**config.mk**
```make
export PLATFORM = sky130hd
export DESIGN_NAME = axi_fifo_pkt_arb
export DESIGN_NICKNAME = d
export VERILOG_FILES = /design/src/rtl/axi_fifo_pkt_arb.sv
export SDC_FILE = /design/constraint.sdc
export NUM_CORES = 1
export LEC_CHECK = 0
export CORE_MARGIN = 4
export CORE_UTILIZATION = 36
export CTS_BUF_LIST = sky130_fd_sc_hd__clkbuf_8
export DETAILED_ROUTE_END_ITERATION = 8
export PLACE_DENSITY = 0.83
export SKIP_LAST_GASP = 1
export SYNTH_ARGS = -nofsm -noshare
export SYNTH_HDL_FRONTEND = slang
export SYNTH_SLANG_ARGS = --single-unit
```
**constraint.sdc**
```tcl
create_clock -name clk -period 3.8 [get_ports clk]
set_clock_uncertainty 0.2 [all_clocks]
set_input_delay 0.57 -clock clk [delete_from_list [all_inputs] [get_ports clk]]
set_output_delay 0.57 -clock clk [all_outputs]
set_load 0.02 [all_outputs]
```
**src/rtl/axi_fifo_pkt_arb.sv**
```systemverilog
// -----------------------------------------------------------------------------
// axi_fifo_pkt_arb
//
// Packet-granular round-robin arbiter that shares one block-RAM AXI FIFO
// between NUM_INPUTS AXI-stream requesters. A requester is granted only when
// the FIFO reports room for a worst-case packet (MAX_PKT_LINES beats). An
// admitted packet therefore never stalls mid-transfer on a full FIFO. A packet
// longer than MAX_PKT_LINES beats is cut off at the limit. The sticky overrun
// flag records that this happened.
//
// Ports
//   clk         clock
//   reset       synchronous active-high reset
//   clear       synchronous flush, same effect as reset
//   i_tdata     requester data, requester k at [k*WIDTH +: WIDTH]
//   i_tlast     end-of-packet per requester
//   i_tvalid    valid per requester
//   i_tready    ready per requester (only the granted one can be high)
//   fifo_space  free lines reported by the shared FIFO
//   o_tdata     data to the FIFO
//   o_tlast     end-of-packet to the FIFO (also forced at the length limit)
//   o_tvalid    valid to the FIFO
//   o_tready    FIFO ready
//   grant_valid high while a packet is being forwarded
//   grant_id    index of the granted requester (held while idle)
//   overrun     sticky: a packet was truncated at MAX_PKT_LINES beats
// -----------------------------------------------------------------------------
module axi_fifo_pkt_arb #(
    parameter int WIDTH         = 32,
    parameter int NUM_INPUTS    = 4,
    parameter int MAX_PKT_LINES = 256
) (
    input  logic                         clk,
    input  logic                         reset,
    input  logic                         clear,
    input  logic [NUM_INPUTS*WIDTH-1:0]  i_tdata,
    input  logic [NUM_INPUTS-1:0]        i_tlast,
    input  logic [NUM_INPUTS-1:0]        i_tvalid,
    output logic [NUM_INPUTS-1:0]        i_tready,
    input  logic [15:0]                  fifo_space,
    output logic [WIDTH-1:0]             o_tdata,
    output logic                         o_tlast,
    output logic                         o_tvalid,
    input  logic                         o_tready,
    output logic                         grant_valid,
    output logic [2:0]                   grant_id,
    output logic                         overrun
);

    typedef enum logic {
        ST_IDLE = 1'b0,
        ST_SEND = 1'b1
    } state_t;

    localparam logic [15:0] MAX_LINES_C = 16'(MAX_PKT_LINES);
    localparam logic [15:0] LAST_IDX_C  = 16'(MAX_PKT_LINES - 1);

    state_t             state_q, state_d;
    logic [2:0]         rr_ptr_q, rr_ptr_d;
    logic [2:0]         grant_id_q, grant_id_d;
    logic [15:0]        beat_cnt_q, beat_cnt_d;
    logic               overrun_q, overrun_d;

    // Requester flags zero-extended to 8 bits so a 3-bit index always fits.
    logic [7:0]         valid_pad_s;
    logic [WIDTH-1:0]   sel_tdata_s;
    logic               sel_tvalid_s;
    logic               sel_tlast_s;
    logic [NUM_INPUTS-1:0] grant_oh_s;
    logic               win_found_s;
    logic [2:0]         win_idx_s;
    logic [2:0]         cand_s;
    logic               at_limit_s;
    logic               last_s;

    // (base + offs) mod NUM_INPUTS; base < NUM_INPUTS and offs <= NUM_INPUTS.
    function automatic logic [2:0] wrap_idx(input logic [2:0] base, input int offs);
        int sum;
        sum = int'(base) + offs;
        if (sum >= NUM_INPUTS) begin
            sum = sum - NUM_INPUTS;
        end else begin
            sum = sum;
        end
        return 3'(sum);
    endfunction

    assign valid_pad_s = 8'(i_tvalid);

    // Select the granted requester's stream and build its one-hot grant mask.
    always_comb begin
        sel_tdata_s  = '0;
        sel_tvalid_s = 1'b0;
        sel_tlast_s  = 1'b0;
        grant_oh_s   = '0;
        for (int k = 0; k < NUM_INPUTS; k++) begin
            if (grant_id_q == 3'(k)) begin
                sel_tdata_s   = i_tdata[k*WIDTH +: WIDTH];
                sel_tvalid_s  = i_tvalid[k];
                sel_tlast_s   = i_tlast[k];
                grant_oh_s[k] = 1'b1;
            end else begin
                grant_oh_s[k] = 1'b0;
            end
        end
    end

    // Round-robin search: first valid requester starting at rr_ptr.
    always_comb begin
        win_found_s = 1'b0;
        win_idx_s   = 3'd0;
        cand_s      = 3'd0;
        for (int i = 0; i < NUM_INPUTS; i++) begin
            cand_s = wrap_idx(rr_ptr_q, i);
            if (!win_found_s && valid_pad_s[cand_s]) begin
                win_found_s = 1'b1;
                win_idx_s   = cand_s;
            end else begin
                win_found_s = win_found_s;
            end
        end
    end

    assign at_limit_s = (beat_cnt_q == LAST_IDX_C);

    // Next-state and pass-through outputs of the IDLE/SEND controller.
    always_comb begin
        state_d    = state_q;
        rr_ptr_d   = rr_ptr_q;
        grant_id_d = grant_id_q;
        beat_cnt_d = beat_cnt_q;
        overrun_d  = overrun_q;
        i_tready   = '0;
        o_tdata    = '0;
        o_tvalid   = 1'b0;
        o_tlast    = 1'b0;
        last_s     = 1'b0;
        case (state_q)
            ST_IDLE: begin
                // Admission needs room for a whole worst-case packet, so the
                // packet can never stall mid-transfer on FIFO capacity.
                if (win_found_s && (fifo_space >= MAX_LINES_C)) begin
                    state_d    = ST_SEND;
                    grant_id_d = win_idx_s;
                    beat_cnt_d = 16'd0;
                end else begin
                    state_d = ST_IDLE;
                end
            end
            ST_SEND: begin
                last_s   = sel_tlast_s | at_limit_s;
                o_tdata  = sel_tdata_s;
                o_tvalid = sel_tvalid_s;
                o_tlast  = last_s;
                i_tready = o_tready ? grant_oh_s : '0;
                if (sel_tvalid_s && o_tready) begin
                    if (last_s) begin
                        state_d    = ST_IDLE;
                        rr_ptr_d   = wrap_idx(grant_id_q, 1);
                        beat_cnt_d = 16'd0;
                        // Ending on the length limit rather than the source's
                        // own tlast means the packet was cut short.
                        if (!sel_tlast_s) begin
                            overrun_d = 1'b1;
                        end else begin
                            overrun_d = overrun_q;
                        end
                    end else begin
                        beat_cnt_d = beat_cnt_q + 16'd1;
                    end
                end else begin
                    beat_cnt_d = beat_cnt_q;
                end
            end
            default: begin
                state_d = ST_IDLE;
            end
        endcase
    end

    // State register with reset and flush.
    always_ff @(posedge clk) begin
        if (reset || clear) begin
            state_q    <= ST_IDLE;
            rr_ptr_q   <= 3'd0;
            grant_id_q <= 3'd0;
            beat_cnt_q <= 16'd0;
            overrun_q  <= 1'b0;
        end else begin
            state_q    <= state_d;
            rr_ptr_q   <= rr_ptr_d;
            grant_id_q <= grant_id_d;
            beat_cnt_q <= beat_cnt_d;
            overrun_q  <= overrun_d;
        end
    end

    assign grant_valid = (state_q == ST_SEND);
    assign grant_id    = grant_id_q;
    assign overrun     = overrun_q;

endmodule

```
---- Word-level counts from Yosys, hierarchy flattened ----
Cells that the tools add are included.
storage, ports and cells
  flip-flop bits (word level) ............. 24
  bits of input ports ..................... 156
  output and inout port bits .............. 43
operators by class
  add/subtract/negate cells ............... 10
  order comparisons ....................... 10
  equality and inequality tests ........... 6
  multiplexer cells ....................... 50
  bitwise gates (word level) .............. 3
  reductions and logical operators ........ 14
operators by type and width
  cell                                                                           number
  32-bit two-way mux                                                             5
  16-bit two-way mux                                                             3
  16-bit case mux with 2 select lines                                            1
  3-bit two-way mux                                                              9
  1-bit two-way mux                                                              25
  16-bit by 1-bit adder with 16-bit output (second input constant)               1
  16-bit by 8-bit equality test with 1-bit output (second input constant)        1
  16-bit by 9-bit >= comparator with 1-bit output (second input constant)        1
  4-bit by 3-bit >= comparator with 1-bit output (second input constant)         4
  3-bit by 4-bit less-than comparator with 1-bit output (second input constant)  4
  3-bit subtractor (second input constant)                                       5
  1-bit binary-select mux with 3-bit select                                      4
  3-bit by 1-bit adder with 4-bit output (second input constant)                 2
  3-bit by 2-bit adder with 4-bit output (second input constant)                 2
  4-bit two-way mux                                                              2
  3-bit by 2-bit equality test with 1-bit output (second input constant)         2
  1-bit logical AND                                                              5
  2-bit AND reduction                                                            2
  4-bit AND reduction                                                            1
  3-bit by 1-bit equality test with 1-bit output (second input constant)         1
  3-bit >= comparator (second input constant)                                    1
  1-bit zero test                                                                3
  3-bit zero test                                                                1
  3-bit AND reduction                                                            1
  other kinds (6)                                                                7

---- Depth between registers and ports, before layout ----
Gate-level depths: netlist (run 1).
  depth in word-level cells ............... 17
  gate-level depth with buffers ........... 10

---- Least setup slack after synthesis (run 1) ----
Ideal clock, no wire load.
  kind .................................... register to output
  start point ............................. register grant_id_q[0] (netlist: grant_id[0])
  end point ............................... output port o_tdata[24]
  arrival ................................. 2.327 ns
  required time ........................... 3.030 ns
  setup slack ............................. 0.703 ns
  stages on the path, launching flop included .. 9
  buffers on the path ..................... 2
  cell sequence ........................... dfxtp_1 inv_1 ha_1 nand2_1 clkbuf_1 clkbuf_1 nor2_1 a211o_1 a21boi_0
between the ends
  cells in the longest elaborated chain, start to end .. 6
  elaborated cells between the ends (all ways) .. 9
  those cells by class .................... eq/ne (3); mux (5); reduce/logical (1)
ends and longest elaborated chain
  what                             line  text
  start, declared                  60    logic [2:0] grant_id_q, grant_id_d;
  start signal, assigned           192   grant_id_q <= grant_id_d;
  3-bit zero test                  97    if (grant_id_q == 3'(k)) begin
  32-bit two-way mux (3 in a row)  97
  32-bit two-way mux *             97
  32-bit two-way mux *             138   case (state_q)
  end, declared                    41    output logic [WIDTH-1:0] o_tdata,
Every way passes the cells marked *; elsewhere a longest branch is shown, timed or not.

---- Worst setup path after layout (run 1) ----
  start point ............................. register grant_id_q[0] (netlist: grant_id[0])
  end point ............................... output port o_tdata[2]
Same word-level chain as after synthesis.

==> results.json, run 1 <==
{
  "final_common_cell": "clkdlybuf4s50_1",
  "syn_nets": 562,
  "endpoint_kind": "output port",
  "critPathBufInv": 3,
  "final_cell_mix": "190 x clkdlybuf4s50_1, 52 x nand2_1, 47 x nor2_1",
  "worstHoldStart": "overrun$_SDFFE_PP0P_",
  "p_leak_nw": 1.825,
  "vias_per_cell": 5.723,
  "start_kind": "flop",
  "grt_max_degree": 69,
  "ios": 199,
  "post-route-period-util": 0.9587,
  "synth_edf_count": 0,
  "peakVddDrop_v": 0.0001179,
  "cp.arrival_ns": 2.87,
  "worst_slew_pin_slew_ns": 0.5948,
  "num_antenna_cells": 0,
  "grt_remaining_overflow": 0,
  "drcViolationCount": 0,
  "final_area_mm2": 0.004850,
  "drt-total-wl_um": 11950,
  "place_area_mm2": 0.004803,
  "postCtsHoldBufs": 0,
  "setup_viol": 0,
  "ys_seq_elements": 24,
  "dp_hpwl_um": 9708,
  "antenna_found_initial": 0,
  "criticalPathCategory": "flop to output port",
  "fin_nets": 732,
  "final_layout_size_suffix_gt1_frac": 0.05300,
  "clockBufferDepth": 2,
  "first_pass_iters": 5,
  "reg2reg_from": "rr_ptr_q[0]$_SDFFE_PP0P_",
  "slew_headroom": 0.6022,
  "cp.required_ns": 3.03,
  "rsz0062_at_grt": "false",
  "drtIter0Drc": 263,
  "async_reset_ff_frac": 0,
  "rr_endpoint": "beat_cnt_q[9]$_SDFFE_PP0P_",
  "grt_pass1_wl_um": 18150,
  "ys_seq_area_frac": 0.1724,
  "areaGrowthSynthToFinish_pct": 73.97,
  "setup-tns-final_ns": 0,
  "die_y_um": 96.00,
  "yosysWarnings": 0,
  "post-route-min-period_ns": 3.643,
  "crit_path_max_fanout": 18,
  "netlist_area_mm2": 0.002788,
  "max_freq_mhz": 274.5,
  "critPathSlowestCell": "clkdlybuf4s50_1",
  "fin_ws_ns": 0.1569,
  "cts_htree_levels": 1,
  "num_rows": 31,
  "clk_pin_slew_ns": 0.08,
  "postCtsSetupRepairBufs": 0,
  "r2r_slack_ns": 0.68,
  "synth_ff_type": "dfxtp_1",
  "initial_core_util": 0.3783,
  "hold_path_class": "flop to flop",
  "path_cells": "inv_1 > ha_1 > nand2_4 > buf_4 > nor2_1 > a211o_1 > a21boi_0 > clkdlybuf4s50_1",
  "cts-root-buf": "clkbuf_8",
  "cpPeakStageDelay_ns": 0.66,
  "final_core_util": 0.6581,
  "clock_latency_ns": 0.27,
  "cts_tree": "yes",
  "run_status": "complete, no violations",
  "hold_viol_final": 0,
  "drt-wirelength-per-cell_um": 17.97,
  "core_mm2": 0.007370,
  "min_to": "overrun$_SDFFE_PP0P_",
  "ant_nets": 0,
  "powerDensity_mw_per_mm2": 178.0,
  "crit_family": "buffers and inverters",
  "postSynthCellCount": 398,
  "yosysUniqueCellTypes": 47,
  "final_max_slew_viol_count": 0,
  "num_vias": 3806,
  "first_global_vias": 3709,
  "die_width_um": 96.00,
  "numCtsBuffers": 3,
  "port_buffers": 190,
  "maxCapViolations": 0,
  "gp_routability_congestion": 0.8775,
  "track_usage": 0.2500,
  "clock_sinks": 24,
  "hold_depth": 2,
  "synth.avg_cell_area_um2": 7.004,
  "reg2reg_depth": 7,
  "dpl_worst_slack_ns": 0.3519,
  "dieArea_mm2": 0.009215
}
## cell usage after synthesis, types with 2 or more instances
cell type | number | area (um2)
a211o_1 | 33 | 289.0
a21boi_0 | 32 | 240.2
a21oi_1 | 15 | 75.07
a221o_1 | 12 | 120.1
a221oi_1 | 2 | 17.52
a22o_1 | 4 | 35.03
a22oi_1 | 32 | 240.2
and2_1 | 4 | 25.02
and3_1 | 2 | 12.51
buf_1 | 4 | 15.01
buf_2 | 2 | 10.01
buf_6 | 2 | 22.52
clkbuf_1 | 28 | 105.1
dfxtp_1 | 24 | 480.5
ha_1 | 8 | 100.1
inv_1 | 10 | 37.54
mux2_2 | 2 | 22.52
mux4_2 | 2 | 45.04
nand2_1 | 53 | 198.9
nand3_1 | 9 | 45.04
nand3b_1 | 2 | 15.01
nand4_1 | 6 | 37.54
nor2_1 | 48 | 180.2
nor2b_1 | 6 | 37.54
nor3_1 | 17 | 85.08
nor4_1 | 4 | 25.02
o21a_1 | 3 | 22.52
o21ai_0 | 7 | 35.03
o31ai_1 | 2 | 15.01
or2_2 | 4 | 25.02
or3_1 | 2 | 12.51
xnor2_1 | 2 | 17.52
## routing by layer
layer | vias up | wire, um | GRT usage
met5 | - | 0 | 0
met4 | 0 | 412 | 0.09005
met3 | 30 | 1249 | 0.08366
met2 | 202 | 5787 | 0.4376
met1 | 1745 | 4501 | 0.2801
li1 | 1829 | - | -
## logic make-up after synthesis
family	count (synthesis)	synth area share
simple gates	161	0.2653
compound gates	152	0.4246
buf+inv	46	0.06822
flops	24	0.1724
fa+ha+maj	8	0.03591
mux	4	0.02424
xor+xnor	3	0.009427
## sequential cells by signal, summed over array words and instances (netlist names)
register,cells
beat_cnt_q,16
grant_id,3
grant_valid,1
overrun,1
rr_ptr_q,3
## report_power, final
group / switching (W) / internal, W
clock: 0.0000834 / 0.0000711
combinational: 0.000181 / 0.000269
sequential: 0.00000530 / 0.000253
total: 0.000270 / 0.000594
## worst min-delay path, stage by stage, from the launching register on
cell and delay (ns):
dfxtp_1 0.33, inv_1 0.05, a21oi_1 0.06
## timing repair
item / in CTS / in global routing
hold endpoints to repair: 0 / 0
resized for setup: 0 / 1
setup endpoints to repair: 0 / 15
## cell type report
| type | count | area, um2 |
|---|---|---|
| fill | 611 | 2520 |
| multi-input combinational | 328 | 2132 |
| timing repair buffer | 201 | 2034 |
| sequential | 24 | 480.5 |
| tap | 99 | 123.9 |
| clock buffer | 3 | 41.29 |
| inverter | 10 | 37.54 |
## worst max path at each step
stage / start / to / slack [ns] / depth (start not counted)
floorplan: grant_id[0]$_SDFFE_PP0P_ / o_tdata[24] / 0.70 / 8
CTS: grant_id[0]$_SDFFE_PP0P_ / o_tdata[2] / 0.06 / 8
finish: grant_id[0]$_SDFFE_PP0P_ / o_tdata[2] / 0.16 / 8
detailed placement: grant_id[0]$_SDFFE_PP0P_ / o_tdata[2] / 0.35 / 8
global placement: grant_id[0]$_SDFFE_PP0P_ / o_tdata[19] / 0.46 / 8
global route: grant_id[0]$_SDFFE_PP0P_ / o_tdata[19] / 0.01 / 8
## through the flow
| step | power [W] | hold WS (ns) | std cells |
|---|---|---|---|
| detailed placement | 0.0007115 | 0.2809 | 662 |
| finish | 0.0008633 | 0.2913 | 665 |
| global route | 0.0009001 | 0.3186 | 665 |
| global placement | 0.0007027 | 0.2402 | 662 |
| floorplan | 0.0004565 | 0.2599 | 398 |
| CTS | 0.0008619 | 0.2951 | 665 |
No activity file was read; power rests on OpenSTA's default activity.
==> inputs of run 2 (changes only) <==
--- a/config.mk
+++ b/config.mk
@@ -6,10 +6,11 @@
 export NUM_CORES = 1
 export LEC_CHECK = 0
 export CORE_MARGIN = 4
-export CORE_UTILIZATION = 36
+export CORE_UTILIZATION = 39
 export CTS_BUF_LIST = sky130_fd_sc_hd__clkbuf_8
+export CTS_CLUSTER_DIAMETER = 150
 export DETAILED_ROUTE_END_ITERATION = 8
-export PLACE_DENSITY = 0.83
+export PLACE_DENSITY = 0.89
 export SKIP_LAST_GASP = 1
 export SYNTH_ARGS = -nofsm -noshare
 export SYNTH_HDL_FRONTEND = slang
==> constraint.sdc (replaced) <==
create_clock -name clk -period 4.37 [get_ports clk]
set_clock_uncertainty 0.2 [all_clocks]
set_input_delay 0.6555 -clock clk [delete_from_list [all_inputs] [get_ports clk]]
set_output_delay 0.6555 -clock clk [all_outputs]
set_load 0.02 [all_outputs]
==> run 2 against run 1 <==
Sequential share of layout area about the same. Via count unchanged. Hold slack worse by 0.016 ns. Final area down 0.34%. Non-clock buffer count unchanged. Sequential power down 14%. First-iteration DRC count up 12%. Total power down 6.6%. Critical endpoint is now o_tdata[21]. Largest cell class unchanged. Largest power group unchanged. Highest routed layer unchanged.
==> results.json, run 2 (synthesis results as in run 1) <==
{
  "num_antenna_cells": 0,
  "netSwitchingPower_w": 0.0002355,
  "largest_register_ffs": 16,
  "die_y_um": 92.55,
  "num_vias": 3806,
  "pwr-share-seq": 0.276,
  "final_max_slew_viol_count": 0,
  "port_buffers": 190,
  "initial_core_util": 0.4058,
  "setup-tns-final_ns": 0,
  "post-route-period-util": 0.8896,
  "hold_viol_final": 0,
  "max_freq_mhz": 257.2,
  "clock_sinks": 24,
  "numCtsBuffers": 3,
  "cts_tree": "yes",
  "run_status": "complete, no violations",
  "multi_input_area_mm2": 0.002127,
  "critPathBufInv": 3,
  "endpoint": "o_tdata[21]",
  "reg2reg_depth": 7,
  "vias_per_cell": 5.741,
  "switching_share": 0.2919,
  "ant_nets": 0,
  "areaGrowthSynthToFinish_pct": 73.38,
  "regMostFlops": "beat_cnt_q",
  "final_layout_size_suffix_gt1_frac": 0.05467,
  "rsz0062_at_grt": "false",
  "first_pass_iters": 5,
  "cts_htree_levels": 1,
  "fin_nets": 732,
  "path_cells": "inv_1 > ha_1 > nand2_2 > buf_4 > nor2_1 > a211o_1 > a21boi_0 > clkdlybuf4s50_1",
  "dp_hpwl_um": 9409,
  "wl_met1_um": 4389,
  "drcViolationCount": 0,
  "critPathSlowestCell": "clkdlybuf4s50_1",
  "gp_routability_congestion": 0.8586,
  "crit_path_max_fanout": 30,
  "p_leak_nw": 1.824,
  "first_global_vias": 3653,
  "r2r_slack_ns": 1.25,
  "wl_met2_um": 5817,
  "post-route-min-period_ns": 3.888,
  "crit_family": "buffers and inverters",
  "dieArea_mm2": 0.008565,
  "endpoint_kind": "output port",
  "top_layer_used": "met4",
  "core_mm2": 0.006869,
  "worst_slew_pin_slew_ns": 0.5826,
  "power.total_w": 0.0008066,
  "grt_remaining_overflow": 0,
  "place_area_mm2": 0.004762,
  "fillers": 537,
  "clk_pin_slew_ns": 0.09,
  "drt-total-wl_um": 11830,
  "slew_headroom": 0.6103,
  "cp.depth": 8,
  "powerDensity_mw_per_mm2": 166.9,
  "final_cell_mix": "190 x clkdlybuf4s50_1, 52 x nand2_1, 47 x nor2_1",
  "postCtsSetupRepairBufs": 0,
  "combPwrFrac": 0.479,
  "hold_path_class": "flop to flop",
  "criticalPathCategory": "flop to output port",
  "antenna_found_initial": 0,
  "clkPwrFrac": 0.246,
  "cts_resized": 0,
  "seq_area_um2": 480.5,
  "start_kind": "flop",
  "reg2reg_from": "rr_ptr_q[0]$_SDFFE_PP0P_",
  "track_usage": 0.2570,
  "postCtsHoldBufs": 0,
  "worstHoldStart": "overrun$_SDFFE_PP0P_",
  "final_area_mm2": 0.004833,
  "final_common_cell": "clkdlybuf4s50_1",
  "rr_endpoint": "beat_cnt_q[6]$_SDFFE_PP0P_",
  "drtIter0Drc": 294,
  "clock_latency_ns": 0.27,
  "cpPeakStageDelay_ns": 0.68,
  "cp.required_ns": 3.51,
  "setup_viol": 0,
  "crit_path_start": "grant_id[0]$_SDFFE_PP0P_",
  "cts-root-buf": "clkbuf_8",
  "ios": 199,
  "grt_max_degree": 57,
  "maxCapViolations": 0,
  "peakVddDrop_v": 0.00009690,
  "drt-wirelength-per-cell_um": 17.84,
  "num_rows": 30,
  "cp.arrival_ns": 3.03,
  "grt_pass1_wl_um": 18080,
  "wl_met3_um": 1376,
  "clockBufferDepth": 2,
  "die_width_um": 92.55,
  "internal-power_w": 0.0005712
}
-- run 2: changes by cell type in the layout (fill, tap and decap cells not counted), sizes merged --
cell / delta
bufinv: +1
-- run 2: worst reg2reg max path: cells and delay by family, from the launching register on --
| family | cells | cell delay, ns |
|---|---|---|
| flip-flops | 1 | 0.57 |
| adder cells (fa/ha/maj) | 1 | 0.42 |
| AND/OR/NAND/NOR | 1 | 0.47 |
| multiplexers | 1 | 0.37 |
| buffers and inverters | 1 | 0.17 |
| AO/OA/AOI/OAI | 3 | 0.86 |
-- run 2: stage by stage --
stage	setup WS (ns)	utilization	hold WS [ns]	instances
after floorplan	1.188	-	0.2599	398
after global placement	0.8130	0.6933	0.2714	659
after detailed placement	0.8017	0.6933	0.2661	659
after CTS	0.4973	0.7036	0.2802	663
after global routing	0.2433	0.7036	0.3112	663
final	0.4822	0.7036	0.2754	663
-- run 2: worst min-delay path by stage --
stage / slack (ns) / end / cells past startpoint
floorplan: 0.26 / beat_cnt_q[1]$_SDFFE_PP0P_ / 2
global placement: 0.27 / overrun$_SDFFE_PP0P_ / 2
detailed placement: 0.27 / overrun$_SDFFE_PP0P_ / 2
CTS: 0.28 / overrun$_SDFFE_PP0P_ / 2
global route: 0.31 / overrun$_SDFFE_PP0P_ / 2
finish: 0.28 / overrun$_SDFFE_PP0P_ / 2
-- run 2: cell type report --
class                           count  area share
Clock inverter                      1    0.006213
Multi-Input combinational cell    328      0.4401
Clock buffer                        3    0.008543
Timing Repair Buffer              201      0.4132
Sequential cell                    24     0.09940
Inverter                           10    0.007766
Tap cell                           96     0.02485
-- run 2: routing by layer --
layer,global-route usage,up-vias
li1,-,1828
met1,0.3022,1746
met2,0.4640,207
met3,0.07636,25
met4,0.04455,0
met5,0,-
-- run 2: power by group through the flow --
stage	combinational [W]	clock [W]	sequential (W)
after floorplan	0.000168	0	0.000229
after global routing	0.000412	0.000201	0.000223
after global placement	0.000376	0	0.000227
after detailed placement	0.000382	0	0.000228
final	0.000386	0.000198	0.000222
after CTS	0.000384	0.000195	0.000222
